--- src/rtl/mem_port_arbiter_if.sv ---
// Bus bundle between the IF/MEM pipeline stages, the port arbiter and the backing memory.
// Handshake: a requester raises *_req/dm_rd/dm_wr and holds address/data until its stall drops;
// the arbiter holds mem_en/mem_addr/mem_wdata until mem_ready, then the memory answers with a one-cycle mem_done.
interface mem_port_arbiter_if #(
  parameter int AW = 16,
  parameter int DW = 16
);
  logic          if_req;
  logic [AW-1:0] if_addr;
  logic [DW-1:0] if_rdata;
  logic          fetch_stall;
  logic          dm_rd;
  logic          dm_wr;
  logic [AW-1:0] dm_addr;
  logic [DW-1:0] dm_wdata;
  logic [DW-1:0] dm_rdata;
  logic          mem_stall;
  logic          mem_en;
  logic          mem_wr;
  logic [AW-1:0] mem_addr;
  logic [DW-1:0] mem_wdata;
  logic          mem_ready;
  logic [DW-1:0] mem_rdata;
  logic          mem_done;
  logic          rw_err;

  modport slave (
    input  if_req, if_addr, dm_rd, dm_wr, dm_addr, dm_wdata,
    input  mem_ready, mem_rdata, mem_done,
    output if_rdata, fetch_stall, dm_rdata, mem_stall,
    output mem_en, mem_wr, mem_addr, mem_wdata, rw_err
  );

  modport master (
    output if_req, if_addr, dm_rd, dm_wr, dm_addr, dm_wdata,
    output mem_ready, mem_rdata, mem_done,
    input  if_rdata, fetch_stall, dm_rdata, mem_stall,
    input  mem_en, mem_wr, mem_addr, mem_wdata, rw_err
  );
endinterface

--- src/rtl/mem_port_arbiter.sv ---
// Shares one single-ported multi-cycle memory between the fetch and data ports and
// produces the fetch/mem stall signals; data wins unless fetch has waited STARVE_LIMIT grants.
module mem_port_arbiter #(
  parameter int STARVE_LIMIT = 3,
  parameter int AW           = 16,
  parameter int DW           = 16
) (
  input  logic              clk,
  input  logic              rst,
  mem_port_arbiter_if.slave bus,
  output logic [2:0]        o_dbg_state,
  output logic [7:0]        o_dbg_streak
);
  localparam int SW = $clog2(STARVE_LIMIT + 1);
  localparam logic [SW-1:0] STREAK_MAX = SW'(STARVE_LIMIT);

  localparam logic [2:0] IDLE     = 3'd0;
  localparam logic [2:0] ISSUE_IF = 3'd1;
  localparam logic [2:0] WAIT_IF  = 3'd2;
  localparam logic [2:0] ISSUE_DM = 3'd3;
  localparam logic [2:0] WAIT_DM  = 3'd4;

  logic [2:0]    r_state;
  logic [2:0]    w_next;
  logic [SW-1:0] r_streak;
  logic          r_wr;
  logic [AW-1:0] r_addr;
  logic [DW-1:0] r_wdata;
  logic [DW-1:0] r_if_rdata;
  logic [DW-1:0] r_dm_rdata;
  logic          r_rw_err;

  logic w_dm_req;
  logic w_grant_if;
  logic w_grant_dm;
  logic w_if_done;
  logic w_dm_done;

  assign w_dm_req   = bus.dm_rd | bus.dm_wr;
  assign w_grant_if = (r_state == IDLE) & bus.if_req & (~w_dm_req | (r_streak == STREAK_MAX));
  assign w_grant_dm = (r_state == IDLE) & w_dm_req & ~w_grant_if;
  assign w_if_done  = (r_state == WAIT_IF) & bus.mem_done;
  assign w_dm_done  = (r_state == WAIT_DM) & bus.mem_done;

  always_comb begin
    w_next = r_state;
    case (r_state)
      IDLE: begin
        if (w_grant_if)      w_next = ISSUE_IF;
        else if (w_grant_dm) w_next = ISSUE_DM;
      end
      ISSUE_IF: if (bus.mem_ready) w_next = WAIT_IF;
      WAIT_IF:  if (bus.mem_done)  w_next = IDLE;
      ISSUE_DM: if (bus.mem_ready) w_next = WAIT_DM;
      WAIT_DM:  if (bus.mem_done)  w_next = IDLE;
      default:  w_next = IDLE;
    endcase
  end

  always_ff @(posedge clk or negedge rst) begin
    if (!rst) begin
      r_state    <= IDLE;
      r_streak   <= '0;
      r_wr       <= 1'b0;
      r_addr     <= '0;
      r_wdata    <= '0;
      r_if_rdata <= '0;
      r_dm_rdata <= '0;
      r_rw_err   <= 1'b0;
    end else begin
      r_state <= w_next;
      if (bus.dm_rd && bus.dm_wr) r_rw_err <= 1'b1;
      if (w_grant_if) begin
        r_addr   <= bus.if_addr;
        r_wr     <= 1'b0;
        r_streak <= '0;
      end else if (w_grant_dm) begin
        // Both rd and wr high is treated as a write.
        r_addr  <= bus.dm_addr;
        r_wdata <= bus.dm_wdata;
        r_wr    <= bus.dm_wr;
        if (bus.if_req && (r_streak != STREAK_MAX)) r_streak <= r_streak + 1'b1;
      end
      if (w_if_done)            r_if_rdata <= bus.mem_rdata;
      if (w_dm_done && !r_wr)   r_dm_rdata <= bus.mem_rdata;
    end
  end

  assign bus.mem_en    = (r_state == ISSUE_IF) | (r_state == ISSUE_DM);
  assign bus.mem_wr    = (r_state == ISSUE_DM) & r_wr;
  assign bus.mem_addr  = r_addr;
  assign bus.mem_wdata = r_wdata;
  assign bus.rw_err    = r_rw_err;

  // Completion releases the pipeline in the same cycle, so data bypasses the holding register.
  assign bus.fetch_stall = bus.if_req & ~w_if_done;
  assign bus.mem_stall   = w_dm_req & ~w_dm_done;
  assign bus.if_rdata    = w_if_done ? bus.mem_rdata : r_if_rdata;
  assign bus.dm_rdata    = (w_dm_done && !r_wr) ? bus.mem_rdata : r_dm_rdata;

  assign o_dbg_state  = r_state;
  assign o_dbg_streak = 8'(r_streak);
endmodule

--- src/flat_wrapper.sv ---
// flat-port wrapper written by rule: the top's interface ports become plain ports
module mem_port_arbiter_flat 
#(
  parameter int STARVE_LIMIT = 3,
  parameter int AW           = 16,
  parameter int DW           = 16
)
  (clk, rst, o_dbg_state, o_dbg_streak, bus_if_req, bus_if_addr, bus_dm_rd, bus_dm_wr, bus_dm_addr, bus_dm_wdata, bus_mem_ready, bus_mem_rdata, bus_mem_done, bus_if_rdata, bus_fetch_stall, bus_dm_rdata, bus_mem_stall, bus_mem_en, bus_mem_wr, bus_mem_addr, bus_mem_wdata, bus_rw_err);
  mem_port_arbiter_if #(.AW(AW), .DW(DW)) bus_i ();
  input  logic clk;
  input  logic rst;
  output logic [2:0] o_dbg_state;
  output logic [7:0] o_dbg_streak;
  input wire logic [$bits(bus_i.if_req)-1:0] bus_if_req;
  input wire logic [$bits(bus_i.if_addr)-1:0] bus_if_addr;
  input wire logic [$bits(bus_i.dm_rd)-1:0] bus_dm_rd;
  input wire logic [$bits(bus_i.dm_wr)-1:0] bus_dm_wr;
  input wire logic [$bits(bus_i.dm_addr)-1:0] bus_dm_addr;
  input wire logic [$bits(bus_i.dm_wdata)-1:0] bus_dm_wdata;
  input wire logic [$bits(bus_i.mem_ready)-1:0] bus_mem_ready;
  input wire logic [$bits(bus_i.mem_rdata)-1:0] bus_mem_rdata;
  input wire logic [$bits(bus_i.mem_done)-1:0] bus_mem_done;
  output wire logic [$bits(bus_i.if_rdata)-1:0] bus_if_rdata;
  output wire logic [$bits(bus_i.fetch_stall)-1:0] bus_fetch_stall;
  output wire logic [$bits(bus_i.dm_rdata)-1:0] bus_dm_rdata;
  output wire logic [$bits(bus_i.mem_stall)-1:0] bus_mem_stall;
  output wire logic [$bits(bus_i.mem_en)-1:0] bus_mem_en;
  output wire logic [$bits(bus_i.mem_wr)-1:0] bus_mem_wr;
  output wire logic [$bits(bus_i.mem_addr)-1:0] bus_mem_addr;
  output wire logic [$bits(bus_i.mem_wdata)-1:0] bus_mem_wdata;
  output wire logic [$bits(bus_i.rw_err)-1:0] bus_rw_err;
  assign bus_i.if_req = bus_if_req;
  assign bus_i.if_addr = bus_if_addr;
  assign bus_i.dm_rd = bus_dm_rd;
  assign bus_i.dm_wr = bus_dm_wr;
  assign bus_i.dm_addr = bus_dm_addr;
  assign bus_i.dm_wdata = bus_dm_wdata;
  assign bus_i.mem_ready = bus_mem_ready;
  assign bus_i.mem_rdata = bus_mem_rdata;
  assign bus_i.mem_done = bus_mem_done;
  assign bus_if_rdata = bus_i.if_rdata;
  assign bus_fetch_stall = bus_i.fetch_stall;
  assign bus_dm_rdata = bus_i.dm_rdata;
  assign bus_mem_stall = bus_i.mem_stall;
  assign bus_mem_en = bus_i.mem_en;
  assign bus_mem_wr = bus_i.mem_wr;
  assign bus_mem_addr = bus_i.mem_addr;
  assign bus_mem_wdata = bus_i.mem_wdata;
  assign bus_rw_err = bus_i.rw_err;
  mem_port_arbiter #(.STARVE_LIMIT(STARVE_LIMIT), .AW(AW), .DW(DW)) u_core (.clk(clk), .rst(rst), .bus(bus_i), .o_dbg_state(o_dbg_state), .o_dbg_streak(o_dbg_streak));
endmodule
--- config.mk ---
export PLATFORM = sky130hd
export DESIGN_NAME = mem_port_arbiter_flat
export DESIGN_NICKNAME = d
export VERILOG_FILES = /design/src/rtl/mem_port_arbiter_if.sv /design/src/rtl/mem_port_arbiter.sv /design/src/flat_wrapper.sv
export SDC_FILE = /design/constraint.sdc
export NUM_CORES = 1
export LEC_CHECK = 0
export ABC_AREA = 1
export CAP_MARGIN = 20
export CORE_AREA = 3 3 93 95
export DETAILED_ROUTE_END_ITERATION = 16
export DIE_AREA = 0 0 96 98
export MAX_ROUTING_LAYER = met4
export PLACE_DENSITY = 0.9
export SLEW_MARGIN = 5
export SYNTH_ARGS = -nofsm -noshare
export SYNTH_HDL_FRONTEND = slang
export SYNTH_SLANG_ARGS = --single-unit
--- constraint.sdc ---
create_clock -name clk -period 1.89 [get_ports clk]
set_input_delay 0.2835 -clock clk [delete_from_list [all_inputs] [get_ports clk]]
set_output_delay 0.2835 -clock clk [all_outputs]
set_load 0.005 [all_outputs]
==> reports/results.tsv <==
metric	value	unit
clkLatencyLatePin	0.35	ns
grt_pass1_vias	3643	
min_path_type	in -> async	
yosysWarnings	0	
fp.dieH	98	µm
rsz0062_at_grt	true	
first_pass_iters	4	
status	finished with violations	
syn_avg_cell_area	8.19	µm²
post_dp_cell_area	4930	µm²
synth-main-ff-cell	dfrtp_1	
cp.required	1.61	ns
coreArea	7810	µm²
grt-ovfl-total	0	
gp_congestion	0.809	
r2r-start	u_core.o_dbg_state[0]	
drtAntennaViolNets	0	
portBuffers	144	
leakagePower	2.95	nW
cts_tree	built	
end_kind	primary output	
setup_tns	-2.74	ns
internal-power	5.72	mW
clock_path_buffers	2	
critPathLaunchType	flop	
synth_edf_count	0	
die_width	96	µm
synth.distinct_cells	26	
fin_nets	657	
drive_above_1_share	30.7	%
die_area	9410	µm²
critPathMaxFanout	16	
p_sw_share	37.3	%
core.rowCount	32	
fmax	0.478	GHz
cts_root_buf	clkbuf_8	
synth-seq-cells	71	
drv_slew	0	
grt_pass1_wl	17.8	mm
htreeDepth	3	
clk_pin_slew_worst_paths	0.08	ns
rr_worst_depth	10	
avgRoutedWirePerCell	17.1	µm
diodes	0	
dp_hpwl	6.94	mm
setup_viol	27	
vdd_drop_max	0.000668	V
detail_route.drc_violations	0	
timing.final.ws_setup	-0.200	ns
synth-compound-area-share	7.03	%
vias_per_cell	4.88	
holdWs	0.441	ns
layout_worst_path_cycle_share	111	%
cts.sinks	71	
synth_top_family_by_area	simple AND/OR/NAND/NOR gates	
fin_area	5790	µm²
pwr-share-clk	16.4	%
grt_max_degree	41	
hold_viol_final	0	
track_usage	25.5	%
worst_clock_skew	0.0167	ns
max_cap_violations	0	
placed_cells	645	
antenna_found_initial	0	
power_frac_seq	29.1	%
initial_core_util	41.0	%
comb_power_share	54.6	%
synth_xor_xnor_area_share	0	%
violations	negative setup slack	
pin_count	151	
worst-setup-path-type	reg -> out	
cts_buffers	9	
dp_slack	-0.412	ns
drtIter0Drc	45	
r2r_slack	0.22	ns
syn_to_final_growth	80.9	%
crit_arrival	1.81	ns
ys_seq_area_share	55.5	%
totalWireLength	11.8	mm
synthAdderAreaFrac	0.391	%
powerDensity	1580	nW/µm²
final_cells	692	
synth-simple-area-share	26.1	%
syn_area	3200	µm²
period_needed	2.09	ns
switchingPower	3.40	mW
synthArstFlopShare	100	%
vias	3375	
rr_endpoint	u_core.r_dm_rdata[5]	
synth_mux_area_share	0	%
syn_inst	391	
per-stage QoR:
step	util (%)	total power, mW
3_3_place_gp	63.1	6.44
6_report	74.2	9.13
2_1_floorplan	-	4.15
3_5_place_dp	63.1	6.61
5_1_grt	74.2	9.72
4_1_cts	71.8	8.64
routing by layer:
layer  GRT usage, %  routed length, µm  part of all wire, %  vias up
li1               -                  -                    -     1572
met1           26.7               4340                   37     1637
met2           43.3               6340                   54      132
met3           6.93                718                  6.1       34
met4           12.3                433                  3.7        0
met5              -                  0                    0        -
critical path, stage by stage, from the launching register on:
cell,delay (ns)
dfrtp_1,0.42
buf_6,0.14
nor2_4,0.11
nand4_1,0.10
buf_6,0.17
buf_16,0.17
o21ai_2,0.19
buf_2,0.16
registers in the layout, indices dropped and copies added, names as in the netlist:
| name | cells |
|---|---|
| u_core.bus.mem_addr | 16 |
| u_core.bus.mem_wdata | 16 |
| u_core.r_dm_rdata | 16 |
| u_core.r_if_rdata | 16 |
| u_core.o_dbg_state | 3 |
| u_core.r_streak | 2 |
| u_core.bus.rw_err | 1 |
| u_core.r_wr | 1 |
timing repair:
| action | CTS | global route |
|---|---|---|
| cloned | 3 | 0 |
| hold endpoints to repair | 31 | 0 |
| hold buffers | 1 | 0 |
| setup buffers | 27 | 7 |
| gates resized for setup | 236 | 53 |
| pin swaps | 14 | 12 |
| setup endpoints to repair | 35 | 36 |
cell type report:
| type | count | area, µm² |
|---|---|---|
| clock buffers | 9 | 124 |
| clock inverters | 7 | 121 |
| fillers | 552 | 2020 |
| inverters | 62 | 233 |
| multi-input cells | 242 | 1490 |
| flip-flops and latches | 71 | 1780 |
| well taps | 102 | 128 |
| repair buffers | 199 | 1920 |
synth_stat cells (2+ instances only):
cell | number | area [µm²]
a21oi_1 | 2 | 10.0
buf_2 | 8 | 40.0
buf_4 | 7 | 52.6
clkbuf_1 | 6 | 22.5
dfrtp_1 | 71 | 1780
inv_1 | 59 | 221
inv_2 | 3 | 11.3
nand2_1 | 142 | 533
nand3_1 | 35 | 175
nor2_1 | 3 | 11.3
nor2_4 | 3 | 33.8
nor3_1 | 2 | 10.0
o21ai_0 | 37 | 185
kinds of logic after synthesis:
group	Yosys count
other	1
buffers and inverters	83
AO/OA/AOI/OAI	42
flip-flops	71
AND/OR/NAND/NOR	193
adder cells (fa/ha/maj)	1
power groups by stage:
stage | Clock [mW] | Sequential, mW | Combinational [mW]
floorplan | 0 | 2.54 | 1.60
detailed placement | 0 | 2.55 | 4.06
global route | 1.59 | 2.71 | 5.42
CTS | 1.51 | 2.58 | 4.55
global placement | 0 | 2.53 | 3.91
finish | 1.49 | 2.65 | 4.98
layout by cell type, fill, tap and decap left out, types with 7 or more instances in the layout:
master,count
buf_12,7
buf_2,25
buf_4,32
buf_6,11
clkbuf_8,9
clkdlybuf4s50_1,107
dfrtp_1,71
inv_1,59
nand2_1,114
nand2_2,21
nand2_4,9
nand3_1,34
o21ai_2,14
o21ai_4,18
how the worst max path moves through the flow:
| stage | start | to | depth (start not counted) | slack (ns) |
|---|---|---|---|---|
| 6_report | u_core.o_dbg_state[0] | bus_dm_rdata[1] | 7 | -0.20 |
| 5_1_grt | u_core.o_dbg_state[0] | bus_dm_rdata[5] | 8 | -0.29 |
| 4_1_cts | u_core.o_dbg_state[0] | bus_dm_rdata[5] | 8 | -0.19 |
| 3_5_place_dp | bus_mem_done | bus_dm_rdata[1] | 5 | -0.41 |
| 3_3_place_gp | bus_mem_done | bus_if_rdata[13] | 5 | -0.31 |
| 2_1_floorplan | u_core.o_dbg_state[2] | bus_if_rdata[0] | 5 | 0.36 |
Note: power is estimated with default switching activity, not from simulation.
